--- config.mk ---
export PLATFORM = sky130hd
export DESIGN_NAME = piso_shift_6b_flat
export DESIGN_NICKNAME = d
export VERILOG_FILES = /design/src/rtl/segrun_pkg.sv /design/src/rtl/piso_shift_6b_if.sv /design/src/rtl/piso_shift_6b_bit_phase_ctr.sv /design/src/rtl/piso_shift_6b.sv /design/src/flat_wrapper.sv
export SDC_FILE = /design/constraint.sdc
export NUM_CORES = 1
export LEC_CHECK = 0
export CORE_AREA = 2 2 40 69
export DETAILED_ROUTE_END_ITERATION = 12
export DIE_AREA = 0 0 42 71
export SLEW_MARGIN = 20
export SYNTH_ARGS = -nofsm -noshare
export SYNTH_HDL_FRONTEND = slang
export SYNTH_SLANG_ARGS = --single-unit
--- constraint.sdc ---
create_clock -name Clk -period 2.5 [get_ports Clk]
set_input_delay 0.25 -clock Clk [delete_from_list [all_inputs] [get_ports Clk]]
set_output_delay 0.25 -clock Clk [all_outputs]
set_load 0.03 [all_outputs]
--- src/rtl/segrun_pkg.sv ---
// segrun_pkg: shared state type and default sizing for the runner display serialiser
package segrun_pkg;
  typedef enum logic [1:0] {IDLE, SHIFT, DONE} state_t;
  localparam int DEF_WIDTH = 6;
  localparam int DEF_DIV = 4;
  function automatic int cnt_w(input int n);
    return $clog2(n + 1);
  endfunction
endpackage

--- src/rtl/piso_shift_6b_if.sv ---
// piso_shift_6b_if: load handshake plus serial data/clock pair of the serialiser
interface piso_shift_6b_if import segrun_pkg::*; #(parameter int WIDTH = DEF_WIDTH) ();
  logic [WIDTH-1:0] LoadValue;
  logic Load, Ready, BitOut, ShiftOut, Busy, Done;
  logic [cnt_w(WIDTH)-1:0] BitsLeft;
  modport master (output LoadValue, Load, input Ready, BitOut, ShiftOut, Busy, Done, BitsLeft);
  modport slave (input LoadValue, Load, output Ready, BitOut, ShiftOut, Busy, Done, BitsLeft);
endinterface

--- src/rtl/piso_shift_6b_bit_phase_ctr.sv ---
// bit_phase_ctr: DIV-modulo phase counter with a registered shift-clock level and end-of-bit strobe
module bit_phase_ctr import segrun_pkg::*; #(parameter int DIV = DEF_DIV) (
  input  logic Clk,
  input  logic Rst,
  input  logic en,
  output logic lvl,
  output logic stb
);
  localparam int PW = $clog2(DIV);
  logic [PW-1:0] cnt, cnt_n;
  assign cnt_n = cnt == PW'(DIV - 1) ? '0 : cnt + PW'(1);
  assign stb = en && cnt == PW'(DIV - 1);
  // level follows the next phase so the clock output comes straight from a flop
  always_ff @(posedge Clk) begin
    if (!Rst || !en) begin
      cnt <= '0;
      lvl <= 1'b0;
    end else begin
      cnt <= cnt_n;
      lvl <= cnt_n >= PW'(DIV / 2);
    end
  end
endmodule

--- src/rtl/piso_shift_6b.sv ---
// piso_shift_6b: parallel-in serial-out shifter driving MSB-first data with a mid-bit shift clock
module piso_shift_6b import segrun_pkg::*; #(
  parameter int WIDTH = DEF_WIDTH,
  parameter int DIV = DEF_DIV
) (
  input logic Clk,
  input logic Rst,
  piso_shift_6b_if.slave bus
);
  localparam int BW = cnt_w(WIDTH);
  if (DIV < 2 || DIV % 2 != 0) begin : g_div_chk
    $error("DIV must be even and >= 2");
  end
  if (WIDTH < 2 || WIDTH > 16) begin : g_width_chk
    $error("WIDTH must be 2..16");
  end
  state_t state;
  logic [WIDTH-1:0] sr;
  logic [BW-1:0] bits_left;
  logic ready, busy, done, lvl, stb;
  bit_phase_ctr #(.DIV(DIV)) u_ctr (.Clk(Clk), .Rst(Rst), .en(state == SHIFT), .lvl(lvl), .stb(stb));
  // zero fill leaves sr clear in DONE and IDLE, so its MSB doubles as BitOut
  always_ff @(posedge Clk) begin
    if (!Rst) begin
      state <= IDLE;
      sr <= '0;
      bits_left <= '0;
      ready <= 1'b1;
      busy <= 1'b0;
      done <= 1'b0;
    end else begin
      done <= 1'b0;
      case (state)
        IDLE: if (bus.Load) begin
          state <= SHIFT;
          sr <= bus.LoadValue;
          bits_left <= BW'(WIDTH);
          ready <= 1'b0;
          busy <= 1'b1;
        end
        SHIFT: if (stb) begin
          sr <= sr << 1;
          bits_left <= bits_left - BW'(1);
          if (bits_left == BW'(1)) begin
            state <= DONE;
            done <= 1'b1;
          end
        end
        DONE: begin
          state <= IDLE;
          ready <= 1'b1;
          busy <= 1'b0;
        end
        default: state <= IDLE;
      endcase
    end
  end
  assign bus.Ready = ready;
  assign bus.Busy = busy;
  assign bus.Done = done;
  assign bus.BitOut = sr[WIDTH-1];
  assign bus.ShiftOut = lvl;
  assign bus.BitsLeft = bits_left;
endmodule

--- src/flat_wrapper.sv ---
// flat-port wrapper written by rule: the top's interface ports become plain ports
module piso_shift_6b_flat import segrun_pkg::*;
#(
  parameter int WIDTH = DEF_WIDTH,
  parameter int DIV = DEF_DIV
)
  (Clk, Rst, bus_LoadValue, bus_Load, bus_Ready, bus_BitOut, bus_ShiftOut, bus_Busy, bus_Done, bus_BitsLeft);
  piso_shift_6b_if #(.WIDTH(WIDTH)) bus_i ();
  input logic Clk;
  input logic Rst;
  input wire logic [$bits(bus_i.LoadValue)-1:0] bus_LoadValue;
  input wire logic [$bits(bus_i.Load)-1:0] bus_Load;
  output wire logic [$bits(bus_i.Ready)-1:0] bus_Ready;
  output wire logic [$bits(bus_i.BitOut)-1:0] bus_BitOut;
  output wire logic [$bits(bus_i.ShiftOut)-1:0] bus_ShiftOut;
  output wire logic [$bits(bus_i.Busy)-1:0] bus_Busy;
  output wire logic [$bits(bus_i.Done)-1:0] bus_Done;
  output wire logic [$bits(bus_i.BitsLeft)-1:0] bus_BitsLeft;
  assign bus_i.LoadValue = bus_LoadValue;
  assign bus_i.Load = bus_Load;
  assign bus_Ready = bus_i.Ready;
  assign bus_BitOut = bus_i.BitOut;
  assign bus_ShiftOut = bus_i.ShiftOut;
  assign bus_Busy = bus_i.Busy;
  assign bus_Done = bus_i.Done;
  assign bus_BitsLeft = bus_i.BitsLeft;
  piso_shift_6b #(.WIDTH(WIDTH), .DIV(DIV)) u_core (.Clk(Clk), .Rst(Rst), .bus(bus_i));
endmodule
==> out/results.ini, run 1 <==
[status]
status = finished, final reports clean

[run]
maxCapViolations = 0

[setup_path]
startpoint_type = register
cp_top_family = buffers and inverters
slowest_stage = clkdlybuf4s50_1
cp.arrival_ns = 1.39
critPathBufInv = 1
cp.required_ns = 2.25
path_max_fanout = 7
slowest_delay_ns = 0.71
worstSetupPathType = register to output pin
crit_chain = clkdlybuf4s50_1
endpoint_kind = output pin

[clock_tree]
numCtsBuffers = 3
cts_max_level = 1
clkTransAtPathRegs_ns = 0.06
post_cts_resized = 0
clockBufferDepth = 2
clock_latency_ns = 0.25
cts_tree = done
cts_setup_buffers = 0
clock_sinks = 16
cts_root_buf = clkbuf_8
holdBufCountCts = 0

[synthesis]
ys_seq_area_share_pct = 46.5
synth_edf_count = 0
syn_nets = 80
synth.ff_latch_count = 16
synth.distinct_cells = 27
synthArstFlopShare_pct = 0
synth_area_um2 = 688
synth_ff_type = dfxtp_1
syn_area_per_cell_um2 = 10.1
ys_warn_count = 0
synthCells = 68

[cells_and_area]
nFillCells = 262
final_cell_mix = clkdlybuf4s50_1, dfxtp_1
postLayoutCoreUtil_pct = 38.0
final_cells = 112
syn2layout_area_growth_pct = 34.2
nNetsFinal = 99
antennaDiodeCount = 0
drive_above_1_share_pct = 6.98

[grt]
grt_usage_pct = 11.0
grt_max_degree = 16
antenna_found_initial = 0
overflow = 0
grt_pass1_wl_um = 2400
grt_pass1_vias = 523

[route]
drt_pass1_iterations = 4
viasPerCell = 5.17
routed_wl_um = 1520
vias = 579
wire_per_inst_um = 13.6
drtAntennaViolNets = 0
remaining_drc_errors = 0
drt-initial-drc-count = 13

[hold_path]
hold_path.class = register to register

[sta]
timing.final.ws_setup_ns = 0.865
rsz0062_at_grt = false
finalCritPeriodShare_pct = 65.4
min_period_ns = 1.64
tightest_slew_ns = 0.485
hold_viol_final = 0
relSlewSlack_pct = 67.6
setup_viol_count_final = 0
slew_violations = 0
setup_tns_ns = 0
fmax_ghz = 0.611
skew_ns = 0.00134

[floorplanning]
dieArea_mm2 = 0.00298
die_y_um = 71
io_pins = 17
die_w_um = 42
initial_utilization_pct = 28.3
core_mm2 = 0.00243
fp-row-count = 24

[pwr]
ir_drop_mv = 0.208
p_leak_nw = 0.343
p_per_area_mw_per_mm2 = 640

[place]
gp_congestion = 0.733
dp_cells = 108
pre_cts_slack_ns = 0.926
dp_hpwl_um = 1130
io_buffers = 16

[worst paths after layout]
kind | start | to | slack [ns] | depth (start not counted)
worst max-delay path | u_core.bus.BitsLeft[2]$_SDFFE_PN0P_ | bus_BitsLeft[2] | 0.86 | 1
worst min-delay path | u_core.u_ctr.cnt[0]$_SDFF_PP0_ | u_core.u_ctr.cnt[0]$_SDFF_PP0_ | 0.42 | 1
worst max register to register | u_core.state[0]$_SDFFE_PN0P_ | u_core.sr[4]$_SDFFE_PN0P_ | 1.03 | 3
worst min register to register | u_core.u_ctr.cnt[0]$_SDFF_PP0_ | u_core.u_ctr.cnt[0]$_SDFF_PP0_ | 0.42 | 1
[per-stage QoR]
step	cell area (um2)	total power [mW]	hold slack, ns
after floorplan	688	0.334	0.402
after global placement	868	0.368	0.412
after detailed placement	868	0.369	0.421
after CTS	923	0.597	0.429
after global routing	923	0.613	0.439
final	923	0.591	0.424
[cell usage after synthesis, types with 2 or more instances]
cell type | instances | area (um2)
a21oi_1 | 5 | 25.0
dfxtp_1 | 16 | 320
ha_1 | 3 | 37.5
inv_1 | 5 | 18.8
nand2_1 | 4 | 15.0
nand2b_1 | 2 | 12.5
nor2_1 | 2 | 7.51
nor3_1 | 3 | 15.0
o21ai_0 | 2 | 10.0
o221a_1 | 5 | 56.3
o31a_1 | 5 | 43.8
[layout make-up]
class                           count  area [um2]  share of cell area (%)
Clock buffer                        4        55.1                    5.96
Inverter                            5        18.8                    2.03
Multi-Input combinational cell     45         337                    36.4
Sequential cell                    16         320                    34.7
Tap cell                           26        32.5                    3.52
Timing Repair Buffer               16         160                    17.3
[registers in the layout, summed over array words and instances (netlist names)]
register and flops:
u_core.bus.BitsLeft 3, u_core.u_ctr.cnt 1, u_core.state 2, u_core.bus.Ready 1
u_core.sr 6, u_core.bus.Done 1, u_core.u_ctr.lvl 1, u_core.bus.Busy 1
[cells by family (layout without fill, tap and decap cells)]
group                      Yosys count  after routing  synth area share [%]
adders and majority gates            3              3                  5.46
AOI/OAI and AO/OA                   24             24                  27.6
DFF                                 16             16                  46.5
and+or+nand+nor                     18             18                  15.8
buffers and inverters                7             25                  4.55
[report_power, final]
part           switching (mW)  total (mW)  internal, mW
registers              0.0145       0.285         0.270
clock network          0.0883       0.228         0.140
logic                  0.0375      0.0784        0.0409
[layer usage]
layer / share of wire (%) / up-vias / wire length, um / global-route usage [%]
li1: - / 292 / - / -
met1: 41 / 271 / 621 / 11.4
met2: 52 / 12 / 794 / 18.6
met3: 2.6 / 4 / 40 / 1.02
met4: 4.1 / 0 / 62 / 10.8
met5: 0 / - / 0 / 0
(Power assumes the default switching activity.)
==> run 2: changes to the inputs <==
Clock period 2.5 ns to 1.69 ns, I/O delays scaled along.
==> run 2 against run 1 <==
Count of clock-buffer cells in the layout decreased by 1. Critical path depth unchanged. Cell count increased by 1.8%. Clock power increased by 24%. Sequential share of layout area decreased by 0.33 points. Global-route usage increased by 0.20 points. Register-to-register slack got worse by 0.70 ns. Flip-flop and latch count unchanged. Non-clock buffer count increased by 3. Die area unchanged. Via count increased by 2.1%. Critical endpoint is now bus_BitsLeft[0]. Largest cell class unchanged.
==> out/results.ini, run 2 (same netlist as run 1, synthesis figures left out) <==
[sta]
fmax_ghz = 0.655
tightest_slew_ns = 0.326  ; -0.159 ns
skew_ns = 0.00268  ; +0.00134 ns
setup_tns_ns = 0  ; unchanged
hold_viol_final = 0  ; unchanged
setup_viol_count_final = 0  ; unchanged
relSlewSlack_pct = 77.7  ; +10 points
finalCritPeriodShare_pct = 90.4
slew_violations = 0  ; unchanged
min_period_ns = 1.53
rsz0062_at_grt = false

[route]
vias = 591  ; +2.1%
routed_wl_um = 1490  ; -2.0%
drt_pass1_iterations = 4  ; unchanged
remaining_drc_errors = 0  ; unchanged
drt-initial-drc-count = 10  ; -3
wire_per_inst_um = 13.1  ; -3.7%
drtAntennaViolNets = 0  ; unchanged
viasPerCell = 5.18  ; +0.28%

[place]
dp_hpwl_um = 1150  ; +2.1%
gp_congestion = 0.759  ; +3.5%
dp_cells = 111  ; +2.8%
dpl_cell_area_um2 = 891  ; +2.6%
io_buffers = 16  ; unchanged

[pwr]
ir_drop_mv = 0.347  ; +67%
p_per_area_mw_per_mm2 = 887  ; +39%
p_total_uw = 827  ; +40%
p_leak_nw = 0.351  ; +2.3%

[floorplanning]
initial_utilization_pct = 28.3  ; unchanged
fp-row-count = 24  ; unchanged
die_w_um = 42  ; unchanged
die_y_um = 71  ; unchanged
core_mm2 = 0.00243  ; unchanged
dieArea_mm2 = 0.00298  ; unchanged
io_pins = 17  ; unchanged

[grt]
antenna_found_initial = 0  ; unchanged
grt_pass1_vias = 589  ; +13%
grt_usage_pct = 11.2  ; +0.20 points
overflow = 0  ; unchanged
grt_max_degree = 12  ; -4
grt_pass1_wl_um = 2560  ; +6.6%

[cells_and_area]
drive_above_1_share_pct = 9.09  ; +2.1 points
final_cells = 114  ; +1.8%
syn2layout_area_growth_pct = 35.5
final_cell_mix = clkdlybuf4s50_1, dfxtp_1
antennaDiodeCount = 0  ; unchanged
largest_register_ffs = 6  ; unchanged
regMostFlops = u_core.sr
nNetsFinal = 102  ; +3.0%
design_area_um2 = 932  ; +0.95%

[run]
maxCapViolations = 0  ; unchanged

[setup_path]
path_max_fanout = 6  ; -1
cp.arrival_ns = 1.36  ; -0.03 ns
critPathBufInv = 1  ; unchanged
slowest_delay_ns = 0.70  ; about the same
worstSetupPathType = register to output pin
startpoint_type = register
endpoint_kind = output pin
crit_chain = clkdlybuf4s50_1
cp.required_ns = 1.52  ; -0.73 ns
slowest_stage = clkdlybuf4s50_1
cp_top_family = buffers and inverters

[clock_tree]
clock_latency_ns = 0.25  ; about the same
cts_max_level = 1  ; unchanged
cts_root_buf = clkbuf_8
clock_sinks = 16  ; unchanged
cts_tree = done
holdBufCountCts = 0  ; unchanged
clkTransAtPathRegs_ns = 0.06  ; about the same
post_cts_resized = 0  ; unchanged
numCtsBuffers = 3  ; unchanged
clockBufferDepth = 2  ; unchanged
cts_setup_buffers = 0  ; unchanged

[hold_path]
hold_path.class = register to register

[status]
status = finished, final reports clean

==> run 2: report_power, final <==
part | internal, mW | switching (mW) | leakage (nW)
Sequential | 0.400 | 0.0137 | 0.132
Clock | 0.158 | 0.125 | 0.0216
Combinational | 0.0667 | 0.0638 | 0.198
Total | 0.625 | 0.202 | 0.351
==> run 2: per-layer routing <==
metal | share of wire [%] | global-route usage, % | up-vias
li1 | - | - | 299
met1 | 39 | 12.2 | 272
met2 | 54 | 19.3 | 15
met3 | 3.5 | 1.28 | 5
met4 | 3.4 | 8.60 | 0
met5 | 0 | 0 | -
==> run 2: cell type report <==
type	count	area [um2]
Sequential cell	16	320
Inverter	5	18.8
Multi-Input combinational cell	45	337
Clock buffer	3	41.3
Tap cell	26	32.5
Fill cell	256	1500
Timing Repair Buffer	19	183
==> run 2: path summary, 6_finish.rpt <==
check | start | end | slack (ns) | cells after the start
worst min register to register | u_core.u_ctr.cnt[0]$_SDFF_PP0_ | u_core.u_ctr.cnt[0]$_SDFF_PP0_ | 0.43 | 1
worst min-delay path | u_core.u_ctr.cnt[0]$_SDFF_PP0_ | u_core.u_ctr.cnt[0]$_SDFF_PP0_ | 0.43 | 1
worst max-delay path | u_core.bus.BitsLeft[0]$_SDFFE_PN0P_ | bus_BitsLeft[0] | 0.16 | 1
worst max register to register | u_core.u_ctr.cnt[0]$_SDFF_PP0_ | u_core.sr[3]$_SDFFE_PN0P_ | 0.33 | 4
==> run 2: stage by stage <==
stage | utilization (%) | hold WS (ns) | setup WS [ns]
finish | 38.3 | 0.432 | 0.163
global route | 38.3 | 0.456 | 0.115
CTS | 38.3 | 0.436 | 0.159
detailed placement | 36.6 | 0.427 | 0.277
global placement | 36.6 | 0.416 | 0.301
floorplan | - | 0.389 | 0.291
